===== src/rtl/calc_bin2bcd.sv =====
`default_nettype none
// ============================================================================
//  Module      : calc_bin2bcd
//  Description : Sequential binary-to-packed-BCD converter (double dabble).
//                Converts one input bit per clock, with valid/ready handshakes
//                on both sides and one conversion in flight at a time.
//  Revision    : 1.0  initial release
// ============================================================================
module calc_bin2bcd #(
  parameter int WIDTH  = 16,
  parameter int DIGITS = 5
) (
  input  logic                  clk,
  input  logic                  rst,
  input  logic                  in_valid,
  output logic                  in_ready,
  input  logic [WIDTH-1:0]      in_data,
  output logic                  out_valid,
  input  logic                  out_ready,
  output logic [4*DIGITS-1:0]   out_bcd,
  output logic                  busy
);

  localparam int C_BCD_W = 4 * DIGITS;
  localparam int C_CNT_W = $clog2(WIDTH + 1);

  typedef enum logic [1:0] {
    ST_IDLE  = 2'd0,
    ST_SHIFT = 2'd1,
    ST_DONE  = 2'd2
  } state_t;

  state_t               state_q;
  logic [WIDTH-1:0]     bin_q;
  logic [WIDTH-1:0]     bin_d;
  logic [C_BCD_W-1:0]   bcd_q;
  logic [C_BCD_W-1:0]   bcd_d;
  logic [C_BCD_W-1:0]   bcd_adj;
  logic [C_CNT_W-1:0]   cnt_q;
  logic                 out_valid_q;
  logic [C_BCD_W-1:0]   out_bcd_q;
  logic                 last_shift;

  // Add-3 correction per digit, based only on that digit's pre-shift value.
  // Digits are corrected independently: no carry crosses a digit boundary.
  for (genvar g = 0; g < DIGITS; g++) begin : g_digit
    assign bcd_adj[4*g +: 4] = (bcd_q[4*g +: 4] >= 4'd5) ? (bcd_q[4*g +: 4] + 4'd3)
                                                         : bcd_q[4*g +: 4];
  end

  // Shift {bcd,bin} left by one; the binary MSB enters BCD bit 0.
  always_comb begin
    bcd_d = {bcd_adj[C_BCD_W-2:0], bin_q[WIDTH-1]};
    bin_d = bin_q << 1;
  end

  assign last_shift = (cnt_q == C_CNT_W'(1));

  // Control FSM with shift registers and registered result/handshake outputs.
  always_ff @(posedge clk) begin
    if (rst) begin
      state_q     <= ST_IDLE;
      bin_q       <= '0;
      bcd_q       <= '0;
      cnt_q       <= '0;
      out_valid_q <= 1'b0;
      out_bcd_q   <= '0;
    end else begin
      case (state_q)
        ST_IDLE: begin
          if (in_valid) begin
            bin_q   <= in_data;
            bcd_q   <= '0;
            cnt_q   <= C_CNT_W'(WIDTH);
            state_q <= ST_SHIFT;
          end
        end
        ST_SHIFT: begin
          bin_q <= bin_d;
          bcd_q <= bcd_d;
          cnt_q <= cnt_q - C_CNT_W'(1);
          if (last_shift) begin
            // Only the finished value ever reaches the output register.
            out_bcd_q   <= bcd_d;
            out_valid_q <= 1'b1;
            state_q     <= ST_DONE;
          end
        end
        ST_DONE: begin
          if (out_ready) begin
            out_valid_q <= 1'b0;
            state_q     <= ST_IDLE;
          end
        end
        default: begin
          state_q     <= ST_IDLE;
          out_valid_q <= 1'b0;
        end
      endcase
    end
  end

  assign in_ready  = (state_q == ST_IDLE);
  assign busy      = (state_q != ST_IDLE);
  assign out_valid = out_valid_q;
  assign out_bcd   = out_bcd_q;

endmodule
`default_nettype wire

===== config.mk =====
export PLATFORM = sky130hd
export DESIGN_NAME = calc_bin2bcd
export DESIGN_NICKNAME = d
export VERILOG_FILES = /design/src/rtl/calc_bin2bcd.sv
export SDC_FILE = /design/constraint.sdc
export NUM_CORES = 1
export LEC_CHECK = 0
export ABC_AREA = 0
export CAP_MARGIN = 20
export CORE_MARGIN = 2
export CORE_UTILIZATION = 56
export CTS_BUF_LIST = sky130_fd_sc_hd__clkbuf_2
export CTS_CLUSTER_SIZE = 25
export DETAILED_ROUTE_END_ITERATION = 8
export PLACE_DENSITY = 0.85
export SETUP_SLACK_MARGIN = 0.1
export SLEW_MARGIN = 20
export SYNTH_ARGS = -nofsm -noshare
export SYNTH_HDL_FRONTEND = slang
export SYNTH_SLANG_ARGS = --single-unit

===== constraint.sdc =====
create_clock -name clk -period 2.12 [get_ports clk]
set_clock_uncertainty 0.1 [all_clocks]
set_input_delay 0.636 -clock clk [delete_from_list [all_inputs] [get_ports clk]]
set_output_delay 0.636 -clock clk [all_outputs]
set_load 0.03 [all_outputs]

==> results of run 1 <==
==> cells in the mapped netlist (3+ instances only) <==
cell / count / area share (%)
xnor2_1: 5 / 1.5
o21ai_0: 11 / 1.8
dfxtp_1: 64 / 43
a211oi_2: 9 / 3.8
mux2_2: 5 / 1.9
nand2b_1: 20 / 4.2
nor3b_1: 10 / 2.5
a2bb2oi_1: 13 / 3.8
o2bb2ai_1: 13 / 3.8
inv_1: 14 / 1.8
o22ai_1: 12 / 2.5
nor3_1: 22 / 3.7
ha_1: 12 / 5.0
a21oi_1: 25 / 4.2
nand3_1: 6 / 1.0
clkbuf_1: 17 / 2.1
buf_2: 3 / 0.50
nor2_1: 67 / 8.4
==> worst paths after layout <==
path	start	end	cells after the start
worst min register to register	bcd_q[17]	bcd_q[17]	1
worst max-delay path	out_bcd[4]	out_bcd[4]	1
worst min-delay path	rst	out_bcd[15]	2
worst max register to register	state_q[0]	out_bcd[12]	6
==> through the flow <==
step	cell area [um^2]	util, %	worst slack, ns	total power [mW]
final	3570	69.5	0.136	2.35
after global routing	3570	69.5	0.0867	2.45
after CTS	3590	69.9	0.0999	2.35
after detailed placement	3510	68.3	-0.219	1.68
after global placement	3510	68.3	-0.115	1.67
after floorplan	3000	-	0.119	1.56
==> layer usage <==
metal  vias to the layer above  GRT usage, %  part of all wire [%]
met5                         -             0                     0
met4                         0          12.0                   1.5
met3                        10          4.47                   4.9
met2                        67          40.2                    49
met1                      1237          27.4                    44
li1                       1296             -                     -
==> sequential cells by signal, indices dropped and copies added, names as in the netlist <==
signal,flops
bcd_q,20
bin_q,16
cnt_q,5
out_bcd,20
out_valid,1
state_q,2
==> cell type report <==
cell class,count,area (um^2),area share (%)
Multi-Input combinational cell,244,1580,44.1
Sequential cell,64,1280,35.9
Timing Repair Buffer,56,474,13.3
Tap cell,70,87.6,2.45
Inverter,14,52.6,1.47
Clock buffer,10,50.0,1.40
Clock inverter,5,48.8,1.37
==> cells by family after synthesis <==
group	synth area share (%)
fa+ha+maj	5.01
mux	2.55
simple gates	21.7
compound gates	21.5
xor+xnor	1.46
flops	42.8
buf+inv	5.01
==> what timing repair did <==
action / CTS / global route
resized for setup: 35 / 24
pin swaps: 0 / 2
endpoints found under the setup margin: 28 / 24
hold buffers: 0 / 0
buffers inserted: 0 / 1
==> cells in the final DEF (no fill, tap or decap), drive strengths merged <==
cell type / instances
a2bb2oi: 13
nor2b: 2
mux2: 5
bufinv: 1
a211o: 1
clkinv: 4
nor3: 22
o32ai: 1
mux2i: 2
nor3b: 10
buf: 17
nor2: 67
clkdlybuf4s15: 9
or2: 2
nand2b: 20
a21oi: 25
clkdlybuf4s50: 18
o22ai: 12
a211oi: 9
dfxtp: 64
o21ai: 11
inv: 14
clkbuf: 20
o2bb2ai: 13
ha: 12
nor4b: 1
a311oi: 1
a22oi: 2
nand3: 6
a32oi: 1
xnor2: 5
dlygate4sd2: 2
or3b: 1
==> power by group <==
group          switching, mW  internal, mW  total (mW)
Combinational          0.195         0.167       0.362
Clock                  0.429         0.262       0.690
Sequential            0.0375          1.26        1.29
Total                  0.661          1.69        2.35
==> flow_summary.json, run 1 <==
{
  "grtUsageTotal_pct": 23.3,
  "relSlewSlack_pct": 38.5,
  "synth-edff-count": 0,
  "via_per_inst": 5.64,
  "insertion_delay_ns": 0.52,
  "fin_cells": 463,
  "syn-num-nets": 377,
  "fillerInstances": 461,
  "antenna_found_initial": 0,
  "wirelength_um": 6490,
  "diodes": 0,
  "cp_cell_sequence": "clkdlybuf4s15_1",
  "ys_seq_area_share_pct": 42.8,
  "cts_inserted_buffers": 9,
  "die_w_um": 77.2,
  "p_leak_nw": 1.35,
  "fmax_mhz": 504,
  "io_pins": 43,
  "synthCells": 345,
  "area_delta_synth_final_pct": 19.2,
  "root_buffer": "clkbuf_2",
  "htree_levels": 3,
  "core_area_um2": 5140,
  "period_share_pct": 93.6,
  "power.density_nw_per_um2": 657,
  "ir_worst_vdd_v": 0.000458,
  "clkSinkCount": 64,
  "grt_pass1_vias": 2562,
  "grt.overflow.total": 0,
  "cts_tree": "done",
  "cp.required_ns": 1.38,
  "max_stage_delay_ns": 0.37,
  "die_y_um": 77.2,
  "cpMaxStageDelayCell": "dfxtp_1",
  "start_util_pct": 58.3,
  "port_buffers": 42,
  "fin_hold_ws_ns": 0.293,
  "final_antenna_net_count": 0,
  "async_reset_ff_share_pct": 0,
  "clk_pin_slew_ns": 0.18,
  "yosysUniqueCellTypes": 30,
  "outcome": "completed",
  "synth_warnings": 0,
  "timing.reg2reg.setup_slack_ns": 0.21,
  "synth-main-ff-cell": "dfxtp_1",
  "syn_area_per_cell_um2": 8.69,
  "fin_setup_tns_ns": 0,
  "hold_path_class": "input pin to flip-flop",
  "worstSetupPathType": "flip-flop to primary output",
  "tightestPinTransition_ns": 0.919,
  "min_period_ns": 1.98,
  "arrival_ns": 1.25,
  "rows": 26,
  "cap_violations": 0,
  "synth_seq_cells": 64,
  "wire_per_inst_um": 14.0,
  "synth_area_um2": 3000,
  "post-dp-hpwl_um": 4520,
  "drive_gt1_share_pct": 15.8,
  "path_max_fanout": 2,
  "finalSetupViolCount": 0,
  "drt_pre_antenna_iters": 4,
  "place.gp.congestion": 0.823,
  "timing.final.hold_violations": 0,
  "cp.buffers_inverters": 1,
  "grt_max_degree": 27,
  "final_nets": 421,
  "drt_iter0_markers": 125,
  "vias": 2610,
  "crit_family": "flip-flops",
  "clk_path_buf_depth": 2,
  "cp-start-kind": "flip-flop",
  "drc": 0,
  "crit_path_end_kind": "primary output",
  "grt_pass1_wl_um": 11100,
  "rsz0062_at_grt": "yes",
  "slew_viol_final": 0,
  "placed_cells": 447,
  "dieArea_um2": 5950
}
Power figures use the tool's default switching activity.
==> inputs of run 2 (changes only) <==
Settings changed: CAP_MARGIN 20 to not set, CELL_PAD_IN_SITES_DETAIL_PLACEMENT set to 2, CELL_PAD_IN_SITES_GLOBAL_PLACEMENT set to 2, CORE_UTILIZATION 56 to 34.
==> flow_summary.json, run 2 (synthesis results as in run 1) <==
{
  "outcome": "completed",
  "antenna_found_initial": 0,
  "core_area_um2": 8640,
  "arrival_ns": 1.25,
  "reg2reg_depth": 6,
  "layout_common_cells": "66 x nor2_1, 61 x dfxtp_1, 25 x a21oi_1",
  "final_antenna_net_count": 0,
  "diodes": 0,
  "finalSetupViolCount": 0,
  "fin_area_um2": 3680,
  "timing.reg2reg.setup_slack_ns": 0.16,
  "cts_inserted_buffers": 9,
  "power.density_nw_per_um2": 660,
  "cts_tree": "done",
  "ir_worst_vdd_v": 0.000398,
  "drive_gt1_share_pct": 19.9,
  "final_core_util_pct": 42.6,
  "io_pins": 43,
  "clk_pin_slew_ns": 0.19,
  "final_common_cell": "nor2_1",
  "tightestPinTransition_ns": 0.916,
  "worstSetupPathType": "flip-flop to primary output",
  "rows": 34,
  "startpoint": "state_q[0]",
  "insertion_delay_ns": 0.51,
  "via_per_inst": 5.33,
  "rsz0062_at_grt": "yes",
  "period_share_pct": 93.4,
  "grt_max_degree": 54,
  "hold_path_class": "flip-flop to flip-flop",
  "wirelength_um": 8930,
  "ctsHoldBuffers": 0,
  "slew_viol_final": 0,
  "max_stage_delay_ns": 0.38,
  "clk_path_buf_depth": 2,
  "clkSinkCount": 64,
  "htree_levels": 3,
  "hold_path.startpoint": "bcd_q[17]",
  "port_buffers": 42,
  "cap_violations": 0,
  "cp_common_cell": "buf_6",
  "drt_iter0_markers": 81,
  "die_w_um": 97.9,
  "cp-start-kind": "flip-flop",
  "fmax_mhz": 505,
  "drc": 0,
  "p_leak_nw": 1.36,
  "grt.overflow.total": 0,
  "root_buffer": "clkbuf_2",
  "vias": 2692,
  "area_delta_synth_final_pct": 22.8,
  "timing.final.hold_violations": 0,
  "path_max_fanout": 4,
  "dpl_cell_area_um2": 3560,
  "grt_pass1_wl_um": 14900,
  "min_period_ns": 1.98,
  "cp.buffers_inverters": 3,
  "reg2reg_from": "cnt_q[2]",
  "grtUsageTotal_pct": 19.4,
  "cp.required_ns": 1.38,
  "crit_path_end_kind": "primary output",
  "crit_family": "flip-flops",
  "reg2reg_to": "out_bcd[13]",
  "cp_cell_sequence": "nor2_4 -> buf_6 -> inv_2 -> buf_6",
  "hold_end": "bcd_q[17]",
  "post-dp-hpwl_um": 6060,
  "drt_pre_antenna_iters": 4,
  "grt_pass1_vias": 3012,
  "final_nets": 424,
  "place.gp.congestion": 0.754,
  "cpMaxStageDelayCell": "dfxtp_2",
  "relSlewSlack_pct": 38.7,
  "dieArea_um2": 9580,
  "whs_path_depth": 1,
  "wire_per_inst_um": 17.7,
  "die_y_um": 97.9,
  "start_util_pct": 34.7
}
[run 2: cell types whose count changed in the layout (fill, tap and decap cells not counted), sizes merged]
cell and change:
clkbuf -5, clkdlybuf4s15 +2, clkinv -1, buf +8
clkinvlp +2, dlygate4sd2 -2
[run 2: report_power, final]
group	leakage, nW	switching, mW	internal, mW	total [mW]
Sequential	0.522	0.0384	1.26	1.30
Combinational	0.769	0.222	0.177	0.399
Clock	0.0677	0.464	0.270	0.734
Total	1.36	0.724	1.70	2.43
[run 2: layer usage]
layer,track usage [%],routed length [um]
met1,22.0,3920
met2,36.2,4660
met3,5.08,273
met4,4.49,82
met5,0,0
[run 2: layout make-up]
type                            count  area [um^2]
Sequential cell                    64         1280
Tap cell                          108          135
Fill cell                         976         4960
Inverter                           14         52.6
Clock buffer                       10         50.0
Clock inverter                      6         60.1
Multi-Input combinational cell    244         1570
Timing Repair Buffer               59          523
[run 2: through the flow]
| step | setup slack [ns] | hold slack (ns) | instances | setup TNS, ns | power (mW) |
|---|---|---|---|---|---|
| 2_1_floorplan | 0.119 | 0.332 | 345 | 0 | 1.56 |
| 3_3_place_gp | -0.187 | 0.354 | 485 | -2.42 | 1.69 |
| 3_5_place_dp | -0.264 | 0.362 | 485 | -3.23 | 1.71 |
| 4_1_cts | 0.0827 | 0.394 | 505 | 0 | 2.47 |
| 5_1_grt | 0.0473 | 0.406 | 505 | 0 | 2.56 |
| 6_report | 0.139 | 0.397 | 505 | 0 | 2.43 |
[run 2: how the worst max path moves through the flow]
stage,to,slack [ns],depth (start not counted)
floorplan,busy,0.12,4
global placement,bcd_q[2],-0.19,5
detailed placement,bcd_q[13],-0.26,5
CTS,busy,0.08,4
global route,busy,0.05,4
finish,busy,0.14,4
[run 2: repair_timing]
item,CTS,global route
pin swaps,2,0
endpoints found under the setup margin,31,29
gates cloned,1,0
buffers inserted,3,0
gates resized for setup,71,18
[run 2: worst register-to-register path, delay by kind of cell, from the launching register on]
| kind | cells | cell delay, ns |
|---|---|---|
| simple gates | 3 | 0.83 |
| buf+inv | 2 | 0.35 |
| compound gates | 1 | 0.23 |
| flops | 1 | 0.39 |
==> inputs of run 3 (changes only) <==
--- a/config.mk
+++ b/config.mk
@@ -10,8 +10,9 @@
 export CELL_PAD_IN_SITES_GLOBAL_PLACEMENT = 2
 export CORE_MARGIN = 2
-export CORE_UTILIZATION = 34
+export CORE_UTILIZATION = 40
 export CTS_BUF_LIST = sky130_fd_sc_hd__clkbuf_2
 export CTS_CLUSTER_SIZE = 25
 export DETAILED_ROUTE_END_ITERATION = 8
+export DONT_BUFFER_PORTS = 1
 export PLACE_DENSITY = 0.85
 export SETUP_SLACK_MARGIN = 0.1
==> constraint.sdc (replaced) <==
create_clock -name clk -period 2.12 [get_ports clk]
set_clock_uncertainty 0.1 [all_clocks]
set_input_delay 0.212 -clock clk [delete_from_list [all_inputs] [get_ports clk]]
set_output_delay 0.212 -clock clk [all_outputs]
set_load 0.03 [all_outputs]
==> flow_summary.json, run 3 (synthesis results as in run 1) <==
{
  "whs_path_depth": 4,
  "min_period_ns": 1.96,
  "rsz0062_at_grt": "yes",
  "cp_cell_sequence": "or3b_1 -> nor4b_4 -> buf_12 -> mux2i_1 -> nor2_1",
  "port_buffers": 0,
  "clk_pin_slew_ns": 0.19,
  "grt.met1_usage_pct": 23.9,
  "drt_iter0_markers": 66,
  "crit_family": "simple AND/OR/NAND/NOR gates",
  "final_common_cell": "nor2_1",
  "worstSetupPathType": "flip-flop to flip-flop",
  "wire_per_inst_um": 19.5,
  "die_y_um": 90.6,
  "root_buffer": "clkbuf_2",
  "path_max_fanout": 31,
  "dieArea_um2": 8200,
  "place.gp.congestion": 0.792,
  "dpl_cell_area_um2": 3100,
  "max_stage_delay_ns": 0.48,
  "multiInputGateArea_um2": 1570,
  "fin_setup_tns_ns": 0,
  "final_antenna_net_count": 0,
  "hold_path_class": "input pin to flip-flop",
  "fillerInstances": 809,
  "fin_ws_ns": 0.161,
  "rows": 31,
  "met2_usage_pct": 44.8,
  "die_w_um": 90.6,
  "drive_gt1_share_pct": 11.4,
  "insertion_delay_ns": 0.50,
  "htree_levels": 3,
  "slew_viol_final": 0,
  "start_util_pct": 41.3,
  "ir_worst_vdd_v": 0.000388,
  "cap_violations": 0,
  "p_leak_nw": 1.23,
  "fin_area_um2": 3430,
  "cpMaxStageDelayCell": "or3b_1",
  "final_nets": 394,
  "wirelength_um": 9100,
  "busiest_layer": "met2",
  "cts_inserted_buffers": 9,
  "period_share_pct": 92.4,
  "vias": 2633,
  "cp-start-kind": "flip-flop",
  "via_per_inst": 5.64,
  "timing.final.hold_violations": 0,
  "grt_pass1_wl_um": 15000,
  "register_area_um2": 1280,
  "outcome": "completed",
  "reg2reg_depth": 5,
  "grt_use_met3_pct": 7.01,
  "post_cts_buffers": 0,
  "relSlewSlack_pct": 52.0,
  "cts_tree": "done",
  "crit_path_end_kind": "flip-flop",
  "dp_worst_setup_slack_ns": 0.0784,
  "layout_common_cells": "66 x nor2_1, 64 x dfxtp_1, 25 x a21oi_1",
  "post-dp-hpwl_um": 5440,
  "cp.buffers_inverters": 1,
  "area_delta_synth_final_pct": 14.6,
  "io_pins": 43,
  "clkSinkCount": 64,
  "core_area_um2": 7250,
  "grt_pass1_vias": 2952,
  "arrival_ns": 2.27,
  "worst-path-stages": 5,
  "grtUsageTotal_pct": 23.2,
  "power.density_nw_per_um2": 693,
  "antenna_found_initial": 1,
  "fmax_mhz": 511,
  "grt.overflow.total": 0,
  "drc": 0,
  "finalSetupViolCount": 0,
  "tightestPinTransition_ns": 0.719,
  "cp.required_ns": 2.43,
  "drt_pre_antenna_iters": 4,
  "grt_max_degree": 52,
  "clk_path_buf_depth": 2
}
==> run 3: cell type report <==
cell class                      instances  share of cell area, %
Sequential cell                        64                   37.3
Timing Repair Buffer                   29                   8.75
Antenna cell                            1                 0.0729
Tap cell                               99                   3.61
Multi-Input combinational cell        244                   45.7
Clock inverter                          5                   1.38
Inverter                               14                   1.53
Clock buffer                           11                   1.60
==> run 3: what timing repair did <==
| action | CTS | global route |
|---|---|---|
| resized for setup | 1 | 0 |
| hold endpoints to repair | 51 | 13 |
| hold buffers | 20 | 1 |
| endpoints found under the setup margin | 8 | 1 |
==> run 3: routing by layer <==
metal / vias up / wire (um)
met5: - / 0
met4: 0 / 113
met3: 10 / 325
met2: 46 / 5010
met1: 1327 / 3650
li1: 1250 / -
==> run 3: report_power, final <==
group / internal (mW) / leakage, nW / switching (mW)
Sequential: 1.26 / 0.521 / 0.0533
Combinational: 0.151 / 0.641 / 0.202
Clock: 0.272 / 0.0708 / 0.444
Total: 1.68 / 1.23 / 0.700
==> run 3: worst paths after layout <==
kind                endpoint      start  slack (ns)
setup / recovery  out_bcd[0]   cnt_q[2]        0.16
hold / removal      bcd_q[9]   in_valid        0.17
setup reg to reg  out_bcd[0]   cnt_q[2]        0.16
hold reg to reg    bcd_q[17]  bcd_q[17]        0.39
==> run 3: worst reg2reg max path, cell delays in order (launching register included) <==
cell     delay [ns]
dfxtp_1        0.38
or3b_1         0.48
nor4b_4        0.39
buf_12         0.25
mux2i_1        0.23
nor2_1         0.07
==> run 3: through the flow <==
step | utilization [%] | total power, mW | hold WS [ns] | std cells
after floorplan | - | 1.56 | 0.284 | 345
after global placement | 42.7 | 1.60 | 0.181 | 429
after detailed placement | 42.7 | 1.62 | 0.182 | 429
after CTS | 47.1 | 2.39 | 0.00412 | 465
after global routing | 47.3 | 2.52 | 0.129 | 467
final | 47.3 | 2.38 | 0.166 | 467
